## config.mk

```make
export PLATFORM = sky130hd
export DESIGN_NAME = gty_lane_axis_arbiter
export DESIGN_NICKNAME = d
export VERILOG_FILES = /design/src/rtl/gty_lane_axis_arbiter.sv
export SDC_FILE = /design/constraint.sdc
export NUM_CORES = 1
export LEC_CHECK = 0
export CORE_AREA = 2 2 160 162
export CTS_CLUSTER_DIAMETER = 40
export DETAILED_ROUTE_END_ITERATION = 8
export DIE_AREA = 0 0 162 164
export SKIP_LAST_GASP = 1
export SYNTH_ARGS = -nofsm -noshare
export SYNTH_HDL_FRONTEND = slang
export SYNTH_SLANG_ARGS = --single-unit
```

## constraint.sdc

```tcl
create_clock -name aclk -period 3.3 [get_ports aclk]
set_input_delay 0.66 -clock aclk [delete_from_list [all_inputs] [get_ports aclk]]
set_output_delay 0.66 -clock aclk [all_outputs]
set_load 0.05 [all_outputs]
```

## src/rtl/gty_lane_axis_arbiter.sv

```systemverilog
// Packet-granular round-robin arbiter merging NUM_PORTS lane AXI4-Stream inputs
// onto one S2MM stream; a granted lane keeps the output until its TLAST beat is accepted.
module gty_lane_axis_arbiter #(
  parameter int unsigned NUM_PORTS  = 4,
  parameter int unsigned DATA_WIDTH = 64,
  parameter int unsigned ID_WIDTH   = 2
) (
  input  logic                              aclk,
  input  logic                              aresetn,
  input  logic                              arb_enable,
  input  logic [NUM_PORTS*DATA_WIDTH-1:0]   s_axis_tdata,
  input  logic [NUM_PORTS*DATA_WIDTH/8-1:0] s_axis_tkeep,
  input  logic [NUM_PORTS-1:0]              s_axis_tvalid,
  input  logic [NUM_PORTS-1:0]              s_axis_tlast,
  output logic [NUM_PORTS-1:0]              s_axis_tready,
  output logic [DATA_WIDTH-1:0]             m_axis_tdata,
  output logic [DATA_WIDTH/8-1:0]           m_axis_tkeep,
  output logic                              m_axis_tvalid,
  output logic                              m_axis_tlast,
  output logic [ID_WIDTH-1:0]               m_axis_tdest,
  input  logic                              m_axis_tready,
  output logic                              busy,
  output logic [ID_WIDTH-1:0]               grant_id,
  output logic [31:0]                       pkt_count
);

  localparam int unsigned KEEP_WIDTH = DATA_WIDTH / 8;

  typedef enum logic {IDLE, XFER} state_t;

  state_t              state, state_next;
  logic [ID_WIDTH-1:0] rr_ptr;
  logic [ID_WIDTH-1:0] grant_next;
  logic                grant_found;
  logic                beat_done;

  assign beat_done    = m_axis_tvalid && m_axis_tready;
  assign busy         = (state == XFER);
  assign m_axis_tdest = grant_id;

  always_ff @(posedge aclk) begin
    if (!aresetn) begin
      state     <= IDLE;
      rr_ptr    <= ID_WIDTH'(NUM_PORTS - 1);
      grant_id  <= '0;
      pkt_count <= '0;
    end else begin
      state <= state_next;
      if (state == IDLE && state_next == XFER)
        grant_id <= grant_next;
      if (beat_done && m_axis_tlast) begin
        rr_ptr    <= grant_id;
        pkt_count <= pkt_count + 32'd1;
      end
    end
  end

  // Rotating priority without modulo: the lowest requester above rr_ptr wins,
  // otherwise the lowest requester at or below it. Lanes >= NUM_PORTS never exist here.
  always_comb begin
    grant_next  = '0;
    grant_found = 1'b0;
    for (int unsigned i = NUM_PORTS; i > 0; i--) begin
      if (s_axis_tvalid[i-1] && ID_WIDTH'(i-1) <= rr_ptr) begin
        grant_found = 1'b1;
        grant_next  = ID_WIDTH'(i-1);
      end
    end
    for (int unsigned i = NUM_PORTS; i > 0; i--) begin
      if (s_axis_tvalid[i-1] && ID_WIDTH'(i-1) > rr_ptr) begin
        grant_found = 1'b1;
        grant_next  = ID_WIDTH'(i-1);
      end
    end
  end

  always_comb begin
    state_next = state;
    case (state)
      IDLE:    if (arb_enable && grant_found) state_next = XFER;
      XFER:    if (beat_done && m_axis_tlast) state_next = IDLE;
      default: state_next = IDLE;
    endcase
  end

  // m_axis_tvalid depends only on state and lane valid, never on m_axis_tready.
  always_comb begin
    m_axis_tdata  = '0;
    m_axis_tkeep  = '0;
    m_axis_tvalid = 1'b0;
    m_axis_tlast  = 1'b0;
    s_axis_tready = '0;
    if (state == XFER) begin
      for (int unsigned i = 0; i < NUM_PORTS; i++) begin
        if (grant_id == ID_WIDTH'(i)) begin
          m_axis_tdata     = s_axis_tdata[i*DATA_WIDTH +: DATA_WIDTH];
          m_axis_tkeep     = s_axis_tkeep[i*KEEP_WIDTH +: KEEP_WIDTH];
          m_axis_tvalid    = s_axis_tvalid[i];
          m_axis_tlast     = s_axis_tlast[i];
          s_axis_tready[i] = m_axis_tready;
        end
      end
    end
  end

endmodule

```

### After elaboration in Yosys (flattened, before gate mapping)

Cells that the tools add are included.

| cells by class | value |
|---|---|
| add/subtract/negate cells | 1 |
| $lt $le $gt $ge | 8 |
| equal/unequal tests | 3 |
| mux-type cells | 44 |
| bitwise operators | 1 |
| reduce and logical (&&, ||, !) cells | 13 |

Operators by type and width:

| cell | number |
|---|---|
| $mux W64 | 5 |
| $mux W8 | 5 |
| $add A32 B1 Y32 const B | 1 |
| $mux W1 | 24 |
| $mux W2 | 8 |
| $logic_and A1 B1 Y1 | 12 |
| $eq A2 B2 Y1 const B | 2 |
| $gt A1 B2 Y1 const A | 2 |
| $gt A2 B2 Y1 const A | 2 |
| $le A1 B2 Y1 const A | 2 |
| $le A2 B2 Y1 const A | 2 |
| $mux W4 | 1 |
| $eq A2 B1 Y1 const B | 1 |
| $logic_not A2 Y1 | 1 |
| $pmux W1 S2 | 1 |
| $not A1 Y1 | 1 |

| storage, ports and cells | value |
|---|---|
| flip-flop bits (word level) | 37 |
| input port bits | 300 |

### Longest topological paths before layout

| depth | value |
|---|---|
| depth in word-level cells | 14 |
| mapped depth | 7 |
| mapped depth without buffers | 6 |

### Least setup slack after synthesis

No wires, ideal clock.

| timing path | value |
|---|---|
| path type | reg-to-output |
| from | register grant_id[1] |
| to | output s_axis_tready[2] |
| data arrival time | 2.311 ns |
| data required time | 2.640 ns |
| setup slack | 0.329 ns |
| cell stages (with the launch flop) | 6 |
| buffers on the path | 3 |
| path through | dfxtp_1 > buf_4 > clkbuf_1 > buf_1 > inv_1 > nor2_1 |

| between the ends | value |
|---|---|
| longest elaborated chain between the ends | 3 |

RTL lines:

| element | RTL line | RTL |
|---|---|---|
| start: declaration | 23 | `output logic [ID_WIDTH-1:0] grant_id,` |
| start signal: assignment | 50 | `grant_id <= grant_next;` |
| $eq A2 B2 Y1 | 95 | `if (grant_id == ID_WIDTH'(i)) begin` |
| $mux W1 | 95 |  |
| $mux W4 | 93 | `if (state == XFER) begin` |
| end: declaration | 15 | `output logic [NUM_PORTS-1:0] s_axis_tready,` |

Every way passes these cells.

### Final worst setup path

| timing path | value |
|---|---|
| from | register grant_id[0] |
| to | output m_axis_tdata[17] |

| between the ends | value |
|---|---|
| longest elaborated chain between the ends | 6 |
| elaborated cells on any way between the ends | 9 |
| classes of those cells | 3 x eq/ne; 5 x mux; 1 x reduce/logical |

RTL lines:

| element | RTL line | RTL |
|---|---|---|
| $logic_not A2 Y1 | 95 |  |
| $mux W64 (3 in a row) | 95 |  |
| $mux W64 (*) | 95 |  |
| $mux W64 (*) | 93 |  |
| end: declaration | 16 | `output logic [DATA_WIDTH-1:0] m_axis_tdata,` |

Every way passes the cells marked *; elsewhere a longest branch is shown, timed or not.

==> metrics.txt <==
status=finished, final reports clean; Cell Count Post-Placement=1126; CP max stage delay=0.70 ns; layout cells sized above 1=0.216; Crit. End Element=output port; max cap viols=0; Clock Tree Buf Depth=2; Post-CTS Hold Buffers=0; WP buf/inv=1; Initial Utilization=0.169; Mean Syn Cell Area=between 10 and 15 µm²; worst skew pair latency=0.28 ns; port buffer count=414; peak supply drop=0.278 mV; max_slew headroom=0.576; EDFF count, synth=0; Placer Congestion=0.893; maximum clock rate=~320 MHz; via count=5165; Die Ht=164 µm; Mapped Nets=708; Syn Std Cell Area=about 4200 µm²; Boundary Pins=415; ys async rst share=0; Num CTS Buffers=5; slowest stage cell, crit path=dfxtp_4; final net count=1104; DRC violations left=0; Worst-path clk slew=0.06 ns; type of the worst setup path=reg -> out; drt total wl=23.8 mm; Cells after Synth=407; die footprint=26600 µm²; Seq cells post-synth=37; # rows=58; Tmin final=3.11 ns; vias in the first global route=between 5000 and 6000; DR iter-0 viols=~280; Crit Path Max Fanout=29; Congestion Overflow GR=0; worst hold path type=reg -> reg; first-pass GRT wire length=around 34 mm; Final Hold Violating Endpoints=0; DRT Pass-1 Iters=5; crit-path cells=mux4_2 > and2_1 > clkdlybuf4s50_1; power per cell area=247 nW/µm²; Main synth FF type=dfxtp_1; DR vias/cell=4.51; # setup viols final=0; initial antenna violation count=9; clk root buf=clkbuf_16; final worst slack=roughly 0.19 ns; worst slack at placement=about 0.19 ns; static leakage=3.13 nW; Routed Antenna Nets=0; Synth warnings=0; RSZ-0062 raised after global routing=false; post-CTS setup buffer count=0; # resized after CTS=0; Layout Area Growth over Synthesis=108%; largest net degree at the start of global routing=37; worst slew pin tran=0.635 ns; CTS sink count=37; final core occ=0.351; wire per inst=20.8 µm; Critical Path RT=2.64 ns; startpoint types=flip-flop; Layout Skew=0.0114 ns; TritonCTS clock tree=yes; Synth cell types=44; fin cells=roughly 1100; Placeable Area=24800 µm²; crit share post-route=0.943; chip width=162 µm; Total GRT Usage=0.168; final setup TNS=0 ns; overall power=about 2.2 mW; Data arrival, critical path=roughly 2.5 ns; H-tree depth=2; Max Slew Vio Count=0; hpwl dp=20.2 mm; delay-heaviest family, CP=flip-flops; Seq/Total Area, Yosys=0.176
## metal layers
| metal | track usage | vias to the layer above | routed length [µm] |
|---|---|---|---|
| met5 | 0 | - | 13 |
| met4 | 0.0527 | 2 | 550 |
| met3 | 0.0535 | 35 | 2250 |
| met2 | 0.274 | 241 | 11500 |
| met1 | 0.212 | 2514 | 9490 |
| li1 | - | 2373 | - |
## logic make-up (layout without fill, tap and decap cells)
kind of cell / count (synthesis) / count (layout) / synth area share
AND/OR/NAND/NOR: 186 / 186 / 0.274
multiplexers: 79 / 79 / 0.402
AO/OA/AOI/OAI: 53 / 53 / 0.0756
buffers and inverters: 42 / 439 / 0.0497
flip-flops: 37 / 37 / 0.176
XOR/XNOR: 9 / 9 / 0.0188
adder cells (fa/ha/maj): 1 / 1 / 0.00298
other: 0 / 10 / 0
## stage by stage
step	hold slack [ns]	cell area (µm²)
floorplan	0.461	4200
detailed placement	0.478	8530
CTS	0.490	8700
global placement	0.479	8530
finish	0.487	8720
global route	0.513	8720
## path summary, 6_finish.rpt
path                               startpoint          endpoint  slack [ns]  cells after the start
worst min-delay path            pkt_count[31]     pkt_count[31]        0.49                      2
worst max register to register    grant_id[0]     pkt_count[19]        0.43                      6
worst max-delay path              grant_id[0]  m_axis_tdata[17]        0.19                      3
worst min register to register  pkt_count[31]     pkt_count[31]        0.49                      2
## registers in the layout, summed over array words and instances, names as in the netlist
| register | cells |
|---|---|
| pkt_count | 32 |
| grant_id | 2 |
| rr_ptr | 2 |
| busy | 1 |
## worst reg2reg max path, stage by stage (launching register included)
cell and delay, ns:
dfxtp_4 0.70, buf_4 0.45, nand3_1 0.24, o22ai_2 0.51
nand4_2 0.30, or4_1 0.46, a21oi_1 0.15
## placed cells by master, fill, tap and decap left out, types with 3 or more instances in the layout
cell / count
dfxtp_1: 34
xor2_1: 8
or3_1: 14
inv_1: 6
nand4_2: 3
and3_1: 5
buf_4: 75
nand2_1: 20
nor2_1: 23
mux4_2: 72
diode_2: 10
clkbuf_16: 5
o311ai_1: 3
a21oi_1: 20
nand4_1: 7
o41ai_1: 3
nand2b_1: 7
clkdlybuf4s50_1: 348
mux2i_1: 7
and2_1: 72
nor4_1: 3
nand3_1: 16
o21ai_0: 18
## Yosys cell counts (all sizes together) (7+ instances only)
master  instances  area share
and2           73        0.11
mux4           72        0.39
dfxtp          37        0.18
nor2           23       0.021
a21oi          20       0.024
clkbuf         20       0.020
nand2          20       0.018
nand3          18       0.024
o21ai          18       0.021
buf            16       0.024
or3            14       0.021
nand4          12       0.029
xor2            8       0.017
mux2i           7       0.017
nand2b          7       0.010
## power breakdown
group	leakage (nW)	internal, mW	switching [mW]
clock	0.0842	0.378	0.182
sequential	0.300	0.450	0.0334
combinational	2.75	0.620	0.496
## cell type report
| class | count | area [µm²] |
|---|---|---|
| multi-input combinational | 328 | 3250 |
| clock buffer | 7 | 143 |
| tap | 330 | 413 |
| clock inverter | 1 | 30.0 |
| inverter | 6 | 22.5 |
| timing repair buffer | 425 | 4090 |
| antenna | 10 | 25.0 |
| fill | 2509 | 16100 |
| sequential | 37 | 749 |
Power figures use the tool's default switching activity.
